==> config.mk <==
export PLATFORM = sky130hd
export DESIGN_NAME = uart_rx_flat
export DESIGN_NICKNAME = d
export VERILOG_FILES = /design/src/rtl/uart_pkg.sv /design/src/rtl/uart_rx_if.sv /design/src/rtl/uart_rx_sync.sv /design/src/rtl/uart_rx.sv /design/src/flat_wrapper.sv
export SDC_FILE = /design/constraint.sdc
export NUM_CORES = 1
export LEC_CHECK = 0
export ABC_CLOCK_PERIOD_IN_PS = 2300
export CORE_UTILIZATION = 50
export DETAILED_ROUTE_END_ITERATION = 10
export HOLD_SLACK_MARGIN = 0.02
export PLACE_DENSITY_LB_ADDON = 0.15
export SYNTH_ARGS = -nofsm -noshare
export SYNTH_HDL_FRONTEND = slang
export SYNTH_SLANG_ARGS = --single-unit
==> constraint.sdc <==
create_clock -name clk10m -period 2.3 [get_ports clk10m]
set_clock_uncertainty 0.05 [all_clocks]
set_input_delay 0.46 -clock clk10m [delete_from_list [all_inputs] [get_ports clk10m]]
set_output_delay 0.46 -clock clk10m [all_outputs]
set_load 0.005 [all_outputs]
==> src/rtl/uart_pkg.sv <==
// rtl/uart_pkg.sv - shared types and constants for the UART receiver
package uart_pkg;

   localparam int DATA_BITS            = 8;
   localparam int DEFAULT_CLKS_PER_BIT = 87;

   typedef enum logic [2:0] {
      IDLE,
      START,
      DATA,
      STOP,
      BREAK
   } rxState_t;

endpackage

==> src/rtl/uart_rx_if.sv <==
// rtl/uart_rx_if.sv - received-byte handshake and status bundle
interface uart_rx_if;
   import uart_pkg::*;

   logic [DATA_BITS-1:0] rx_data;
   logic                 rx_valid;
   logic                 rx_ready;
   logic                 frame_err;
   logic                 overrun;
   logic                 busy;

   modport master (
      output rx_data, rx_valid, frame_err, overrun, busy,
      input  rx_ready
   );

   modport slave (
      input  rx_data, rx_valid, frame_err, overrun, busy,
      output rx_ready
   );

endinterface

==> src/rtl/uart_rx_sync.sv <==
// rtl/uart_rx_sync.sv - two-flop synchronizer for the serial line
// Resets to 1 so a line held in reset looks idle rather than like a start bit.
module uart_rx_sync (
   input  logic clk10m,
   input  logic rst_n,
   input  logic rxd,
   output logic rxdS
);

   logic meta;

   always_ff @(posedge clk10m or negedge rst_n) begin
      if (!rst_n) begin
         meta <= 1'b1;
         rxdS <= 1'b1;
      end else begin
         meta <= rxd;
         rxdS <= meta;
      end
   end

endmodule

==> src/rtl/uart_rx.sv <==
// rtl/uart_rx.sv - 8N1 UART receiver with a one-byte ready/valid output stage
module uart_rx
   import uart_pkg::*;
#(
   parameter int CLKS_PER_BIT = DEFAULT_CLKS_PER_BIT
) (
   input  logic      clk10m,
   input  logic      rst_n,
   input  logic      rxd,
   uart_rx_if.master bus
);

   localparam int CNT_W = $clog2(CLKS_PER_BIT);
   localparam int IDX_W = $clog2(DATA_BITS);

   localparam logic [CNT_W-1:0] HALF_CNT = CNT_W'(CLKS_PER_BIT / 2);
   localparam logic [CNT_W-1:0] LAST_CNT = CNT_W'(CLKS_PER_BIT - 1);
   localparam logic [IDX_W-1:0] LAST_IDX = IDX_W'(DATA_BITS - 1);

   rxState_t             state;
   logic [CNT_W-1:0]     cnt;
   logic [IDX_W-1:0]     bitIdx;
   logic [DATA_BITS-1:0] shiftReg;
   logic [DATA_BITS-1:0] rxData;
   logic                 rxValid;
   logic                 frameErr;
   logic                 overrunPulse;
   logic                 busyReg;
   logic                 rxdS;
   logic                 accept;

   uart_rx_sync uSync (
      .clk10m (clk10m),
      .rst_n  (rst_n),
      .rxd    (rxd),
      .rxdS   (rxdS)
   );

   assign accept = rxValid && bus.rx_ready;

   always_ff @(posedge clk10m or negedge rst_n) begin
      if (!rst_n) begin
         state        <= IDLE;
         cnt          <= '0;
         bitIdx       <= '0;
         shiftReg     <= '0;
         rxData       <= '0;
         rxValid      <= 1'b0;
         frameErr     <= 1'b0;
         overrunPulse <= 1'b0;
         busyReg      <= 1'b0;
      end else begin
         frameErr     <= 1'b0;
         overrunPulse <= 1'b0;
         // A completing frame below may re-set rxValid in the same cycle.
         if (accept) begin
            rxValid <= 1'b0;
         end

         case (state)
            IDLE: begin
               if (!rxdS) begin
                  state   <= START;
                  cnt     <= '0;
                  busyReg <= 1'b1;
               end
            end

            START: begin
               if (cnt == HALF_CNT) begin
                  cnt <= '0;
                  if (!rxdS) begin
                     state  <= DATA;
                     bitIdx <= '0;
                  end else begin
                     state   <= IDLE;
                     busyReg <= 1'b0;
                  end
               end else begin
                  cnt <= cnt + 1'b1;
               end
            end

            DATA: begin
               if (cnt == LAST_CNT) begin
                  cnt              <= '0;
                  shiftReg[bitIdx] <= rxdS;
                  if (bitIdx == LAST_IDX) begin
                     state <= STOP;
                  end else begin
                     bitIdx <= bitIdx + 1'b1;
                  end
               end else begin
                  cnt <= cnt + 1'b1;
               end
            end

            STOP: begin
               if (cnt == LAST_CNT) begin
                  cnt <= '0;
                  if (rxdS) begin
                     state   <= IDLE;
                     busyReg <= 1'b0;
                     if (!rxValid || bus.rx_ready) begin
                        rxData  <= shiftReg;
                        rxValid <= 1'b1;
                     end else begin
                        overrunPulse <= 1'b1;
                     end
                  end else begin
                     state    <= BREAK;
                     frameErr <= 1'b1;
                  end
               end else begin
                  cnt <= cnt + 1'b1;
               end
            end

            BREAK: begin
               if (rxdS) begin
                  state   <= IDLE;
                  busyReg <= 1'b0;
               end
            end

            default: begin
               state   <= IDLE;
               busyReg <= 1'b0;
            end
         endcase
      end
   end

   assign bus.rx_data   = rxData;
   assign bus.rx_valid  = rxValid;
   assign bus.frame_err = frameErr;
   assign bus.overrun   = overrunPulse;
   assign bus.busy      = busyReg;

endmodule

==> src/flat_wrapper.sv <==
// flat-port wrapper written by rule: the top's interface ports become plain ports
module uart_rx_flat import uart_pkg::*;
#(
   parameter int CLKS_PER_BIT = DEFAULT_CLKS_PER_BIT
)
  (clk10m, rst_n, rxd, bus_rx_data, bus_rx_valid, bus_frame_err, bus_overrun, bus_busy, bus_rx_ready);
  uart_rx_if bus_i ();
  input  logic clk10m;
  input  logic rst_n;
  input  logic rxd;
  output wire logic [$bits(bus_i.rx_data)-1:0] bus_rx_data;
  output wire logic [$bits(bus_i.rx_valid)-1:0] bus_rx_valid;
  output wire logic [$bits(bus_i.frame_err)-1:0] bus_frame_err;
  output wire logic [$bits(bus_i.overrun)-1:0] bus_overrun;
  output wire logic [$bits(bus_i.busy)-1:0] bus_busy;
  input wire logic [$bits(bus_i.rx_ready)-1:0] bus_rx_ready;
  assign bus_rx_data = bus_i.rx_data;
  assign bus_rx_valid = bus_i.rx_valid;
  assign bus_frame_err = bus_i.frame_err;
  assign bus_overrun = bus_i.overrun;
  assign bus_busy = bus_i.busy;
  assign bus_i.rx_ready = bus_rx_ready;
  uart_rx #(.CLKS_PER_BIT(CLKS_PER_BIT)) u_core (.clk10m(clk10m), .rst_n(rst_n), .rxd(rxd), .bus(bus_i));
endmodule
; Word level (Yosys, flattened, before mapping)
; Index checks and enable logic that the tools add are counted.
[word_totals]
regBits = 35
input_bits = 4
out_inout_bits = 12
elab_cells = 83
[classes]
add_sub_neg = 2
order_cmp = 2
eq_ne = 15
muxes = 38
n_bitwise = 1
n_reduce_logical = 14
[op_table]
columns = cell, count
row1 = 3-bit two-way mux, 11
row2 = 7-bit two-way mux, 3
row3 = 7-bit one-hot mux with 3 select lines, 1
row4 = 1-bit two-way mux, 17
row5 = 3-bit one-hot mux with 5 select lines, 1
row6 = 8-bit bitwise mux, 1
row7 = 2-bit by 1-bit != test with 1-bit output (second input constant), 4
row8 = 2-bit != test (second input constant), 4
row9 = 4-bit AND reduction, 2
row10 = 7-bit by 1-bit adder with 7-bit output (second input constant), 1
row11 = 7-bit by 6-bit == test with 1-bit output (second input constant), 1
row12 = 7-bit == test (second input constant), 1
row13 = 3-bit by 2-bit == test with 1-bit output (second input constant), 2
row14 = 3-bit == test (second input constant), 2
row15 = 3-bit one-hot mux with 2 select lines, 1
row16 = 6-bit AND reduction, 1
row17 = 1-bit one-hot mux with 5 select lines, 1
row18 = 5-bit AND reduction, 1
row19 = 3-bit by 4-bit < comparator with 1-bit output (second input constant), 1
row20 = 2-bit AND reduction, 2
row21 = 3-bit by 1-bit adder with 3-bit output (second input constant), 1
row22 = 1-bit demux with 3-bit select, 1
row23 = 3-bit by 1-bit == test with 1-bit output (second input constant), 1
row24 = 3-bit by 1-bit greater-or-equal comparator with 1-bit output (second input constant), 1
row25 = other kinds (9), 10

; Longest topological paths before layout
[logic_depth]
depth_word = 6
mapped_depth = 8

; Hierarchy
; Synthesis repeated with hierarchy kept, for this count alone.
[unflattened]
hier_cells = 157
hier_area_um2 = 1769.2
[by_module_without_submodules]
columns = module, n_inst, cells_per_inst, area_per_inst_um2, seq_area_each_um2
row1 = uart_rx, 1, 155, 1716.6, 825.8
row2 = uart_rx_sync, 1, 2, 52.6, 52.6

; Worst setup path before layout
; No wires, ideal clock.
[synth_timing]
path_kind = register to register
start = register u_core.cnt[0]
end = register u_core.bitIdx[0]
setup_ns = 0.125
arrival_ns = 1.729
slack_ns = 0.396
path_stages_with_launch = 8
n_path_buf = 0
period_less_slack_ns = 1.904
path_cell_list = dfrtp_1 -> inv_1 -> ha_1 -> and4b_1 -> nand3b_2 -> or4_1 -> a21o_1 -> mux2_4
[synth_via]
elab_chain_len = 3
[synth_lines]
columns = item, line
row1 = from (decl), uart_rx.sv:21  ; logic [CNT_W-1:0] cnt;
row2 = from (signal assigned), uart_rx.sv:80  ; cnt <= cnt + 1'b1;
row3 = from (signal assigned), uart_rx.sv:94  ; cnt <= cnt + 1'b1;
row4 = from (signal assigned), uart_rx.sv:115  ; cnt <= cnt + 1'b1;
row5 = 7-bit == test or 7-bit by 6-bit == test with 1-bit output (tied branches), "uart_rx.sv:85, uart_rx.sv:70"
row6 = 2-bit by 1-bit != test with 1-bit output (no source line), -
row7 = 5-bit AND reduction (no source line) (*), -
row8 = to (signal assigned), uart_rx.sv:91  ; bitIdx <= bitIdx + 1'b1;
row9 = to (decl), uart_rx.sv:22  ; logic [IDX_W-1:0] bitIdx;
; Mark *: on every way between the ends. The rest lies on a longest branch, timed or not.
; A chain may end at the register's enable or synchronous reset.

; Worst setup path in the final report
; Ends and elaborated chain as after synthesis.

==> flow_metrics.py <==
metrics = {
    "power": {
        "p_sw_uw": 280,
        "swShare_pct": 24.0,
        "p_comb_share_pct": 6.9,
        "irDropWorstVdd_mv": 0.378,
        "p_int_uw": 889,
        "powerDensity_nw_per_um2": 605,
        "p_seq_share_pct": 55.1,
        "p_leak_nw": 0.907,
        "p_clk_share_pct": 38.1,
    },
    "timing": {
        "holdWs_ps": 316,
        "tns_ps": 0,
        "finalHoldViolCount": 0,
        "setup_violations": 0,
        "period_minus_slack_ps": 2060,
        "max-slew-margin-rel_pct": 64.0,
        "max_freq_mhz": 486,
        "grt_setup_unrepaired": "no",
        "worst_pin_slew_ps": 540,
        "fin_crit_sh_pct": 89.4,
        "slew_violations": 0,
    },
    "floorplan": {
        "fp-row-count": 20,
        "die_w_um": 59.1,
        "ioPinCount": 16,
        "die_height_um": 59.1,
        "die_area_um2": 3500,
        "initial_core_util_pct": 53.0,
        "floorplan.core_area_um2": 3080,
    },
    "grt": {
        "grt_pass1_wl_um": 5040,
        "grt.overflow.total": 0,
        "antenna_found_initial": 0,
        "grt_max_degree": 36,
        "track_usage_pct": 19.9,
        "grt_pass1_vias": 1108,
    },
    "clock_network": {
        "cts-root-buf": "clkbuf_4",
        "clk_pin_slew_ps": 120,
        "cts_buffers": 5,
        "numClockSinks": 35,
        "cts_tree": "yes",
        "insertion_delay_ps": 350,
        "clk_path_buf_depth": 2,
        "ctsHtreeMaxLevel": 2,
        "cts_hold_buf": 0,
    },
    "finish": {
        "multi_input_area_um2": 721,
        "syn_to_final_growth_pct": 18.5,
        "diodes": 0,
        "utilization_pct": 62.8,
        "num-fill-cells": 260,
        "drive_above_1_share_pct": 23.4,
        "ff_latch_area_um2": 878,
        "nNetsFinal": 165,
    },
    "logic_synthesis": {
        "synth.distinct_cells": 38,
        "synthesis.area_um2": 1630,
        "async_flop_share_pct": 100,
        "synth_most_common_cell": "dfrtp_1",
        "ys_warn_count": 0,
        "ys_seq_area_share_pct": 53.8,
        "synth_top_cell_by_area": "dfrtp_1",
        "synth_flop_cell": "dfrtp_1",
        "synth_area_per_cell_um2": 12.0,
        "synth_nets": 144,
        "synth.area.top_cells": "dfrtp_1 51%, mux2_2 11%, dfstp_2 3.2%",
        "synth_top_area_share_pct": 50.6,
        "synth_common_cells": "33 x dfrtp_1, 16 x mux2_2, 11 x nor2_1",
        "synth_seq_cells": 35,
        "synth_edf_count": 0,
        "netlist_instances": 136,
    },
    "place": {
        "gp_congestion": 0.831,
        "dp_hpwl_um": 2040,
        "port_buffers": 15,
    },
    "flow_run": {
        "drv_cap": 0,
    },
    "detailed_routing": {
        "wl_per_cell_um": 14.3,
        "routed_wirelength_um": 2900,
        "vias": 1154,
        "drt-vias-per-instance": 5.71,
        "drt_pre_antenna_iters": 4,
        "drtIter0Drc": 23,
        "drc": 0,
        "antenna_left": 0,
    },
    "setup_path": {
        "endpoint_kind": "flip-flop",
        "max_stage_delay_ps": 410,
        "worstPathCellList": "inv_1 -> ha_1 -> and4b_1 -> nand3b_2 -> or4_1 -> a21o_1 -> mux2_4",
        "r2r_slack_ps": 240,
        "critPathArrivalTime_ps": 2250,
        "worstSetupPathType": "flip-flop to flip-flop",
        "required_ps": 2500,
        "cp_max_fo": 4,
        "cpMaxStageDelayCell": "dfrtp_1",
        "start_kind": "flip-flop",
    },
    "hold_path": {
        "min_path_type": "flip-flop to flip-flop",
    },
    "status": {
        "status": "finished, final reports clean",
    },
}
[critical path: cells and delay by family, from the launching register on]
kind,cells,cell delay (ps)
AOI/OAI and AO/OA,1,220
DFF,1,410
and+or+nand+nor,3,760
buffers and inverters,1,100
muxes,1,260
adders and majority gates,1,160
[state kept, by name, summed over array words and instances (netlist names)]
name	count
u_core.bus.frame_err	1
u_core.bus.overrun	1
u_core.cnt	7
u_core.bitIdx	3
u_core.bus.rx_data	8
u_core.uSync.rxdS	1
u_core.uSync.meta	1
u_core.bus.busy	1
u_core.shiftReg	8
u_core.state	3
u_core.bus.rx_valid	1
[cell type report]
type,count,share of cell area (%)
multi-input combinational,91,37.3
sequential,35,45.4
tap,44,2.85
clock buffer,5,1.94
inverter,5,0.970
timing repair buffer,19,9.31
clock inverter,3,2.26
[routing by layer]
metal  vias to the layer above  GRT usage (%)  part of all wire [%]
met1                       572           25.0                    46
li1                        546              -                     -
met4                         0           7.82                   1.5
met2                        31           31.0                    48
met3                         5           7.64                   4.3
met5                         -              0                     0
[power groups by stage]
stage | clock network (mW) | logic (mW) | registers [mW]
2_1_floorplan | 0 | 0.0474 | 0.649
3_3_place_gp | 0 | 0.0770 | 0.654
3_5_place_dp | 0 | 0.0816 | 0.655
4_1_cts | 0.459 | 0.0815 | 0.644
5_1_grt | 0.488 | 0.0916 | 0.646
6_report | 0.445 | 0.0802 | 0.644
[cells in the final DEF, fill, tap and decap left out, types with 5 or more instances in the layout]
master            n
dfrtp_1          33
mux2_2           16
clkdlybuf4s50_1  15
nor2_1           11
inv_1             5
a21oi_1           5
o21ai_0           5
clkbuf_4          5
[logic make-up (layout without fill, tap and decap cells)]
family,Yosys count,after routing,share of synthesized area (%)
buffers and inverters,10,32,2.38
AOI/OAI and AO/OA,21,21,8.74
and+or+nand+nor,45,45,17.7
DFF,35,35,53.8
xor gates and xnor gates,1,1,0.536
adders and majority gates,5,5,3.68
muxes,19,19,13.2
[per-stage QoR]
step / instance area (um^2) / instances / setup WS (ps) / total power, mW
global placement: 1850 / 194 / 346 / 0.731
global route: 1930 / 202 / 109 / 1.23
floorplan: 1630 / 136 / 396 / 0.696
finish: 1930 / 202 / 243 / 1.17
CTS: 1930 / 202 / 188 / 1.18
detailed placement: 1850 / 194 / 178 / 0.737
[worst paths after layout]
| kind | from | end | cells past startpoint |
|---|---|---|---|
| min | u_core.uSync.meta$_DFF_PN1_ | u_core.uSync.rxdS$_DFF_PN1_ | 0 |
| max in group asynchronous | rst_n | u_core.uSync.rxdS$_DFF_PN1_ | 2 |
| max | u_core.cnt[0]$_DFFE_PN0P_ | u_core.bitIdx[0]$_DFFE_PN0P_ | 7 |
| min in group asynchronous | rst_n | u_core.bus.busy$_DFFE_PN0P_ | 2 |
| min reg2reg | u_core.uSync.meta$_DFF_PN1_ | u_core.uSync.rxdS$_DFF_PN1_ | 0 |
| max reg2reg | u_core.cnt[0]$_DFFE_PN0P_ | u_core.bitIdx[0]$_DFFE_PN0P_ | 7 |
[timing repair]
| item | in CTS | in global routing |
|---|---|---|
| gates resized for setup | 0 | 1 |
| buffers inserted | 0 | 0 |
| setup endpoints to repair | 0 | 1 |
Note: power is estimated with default switching activity, not from simulation.
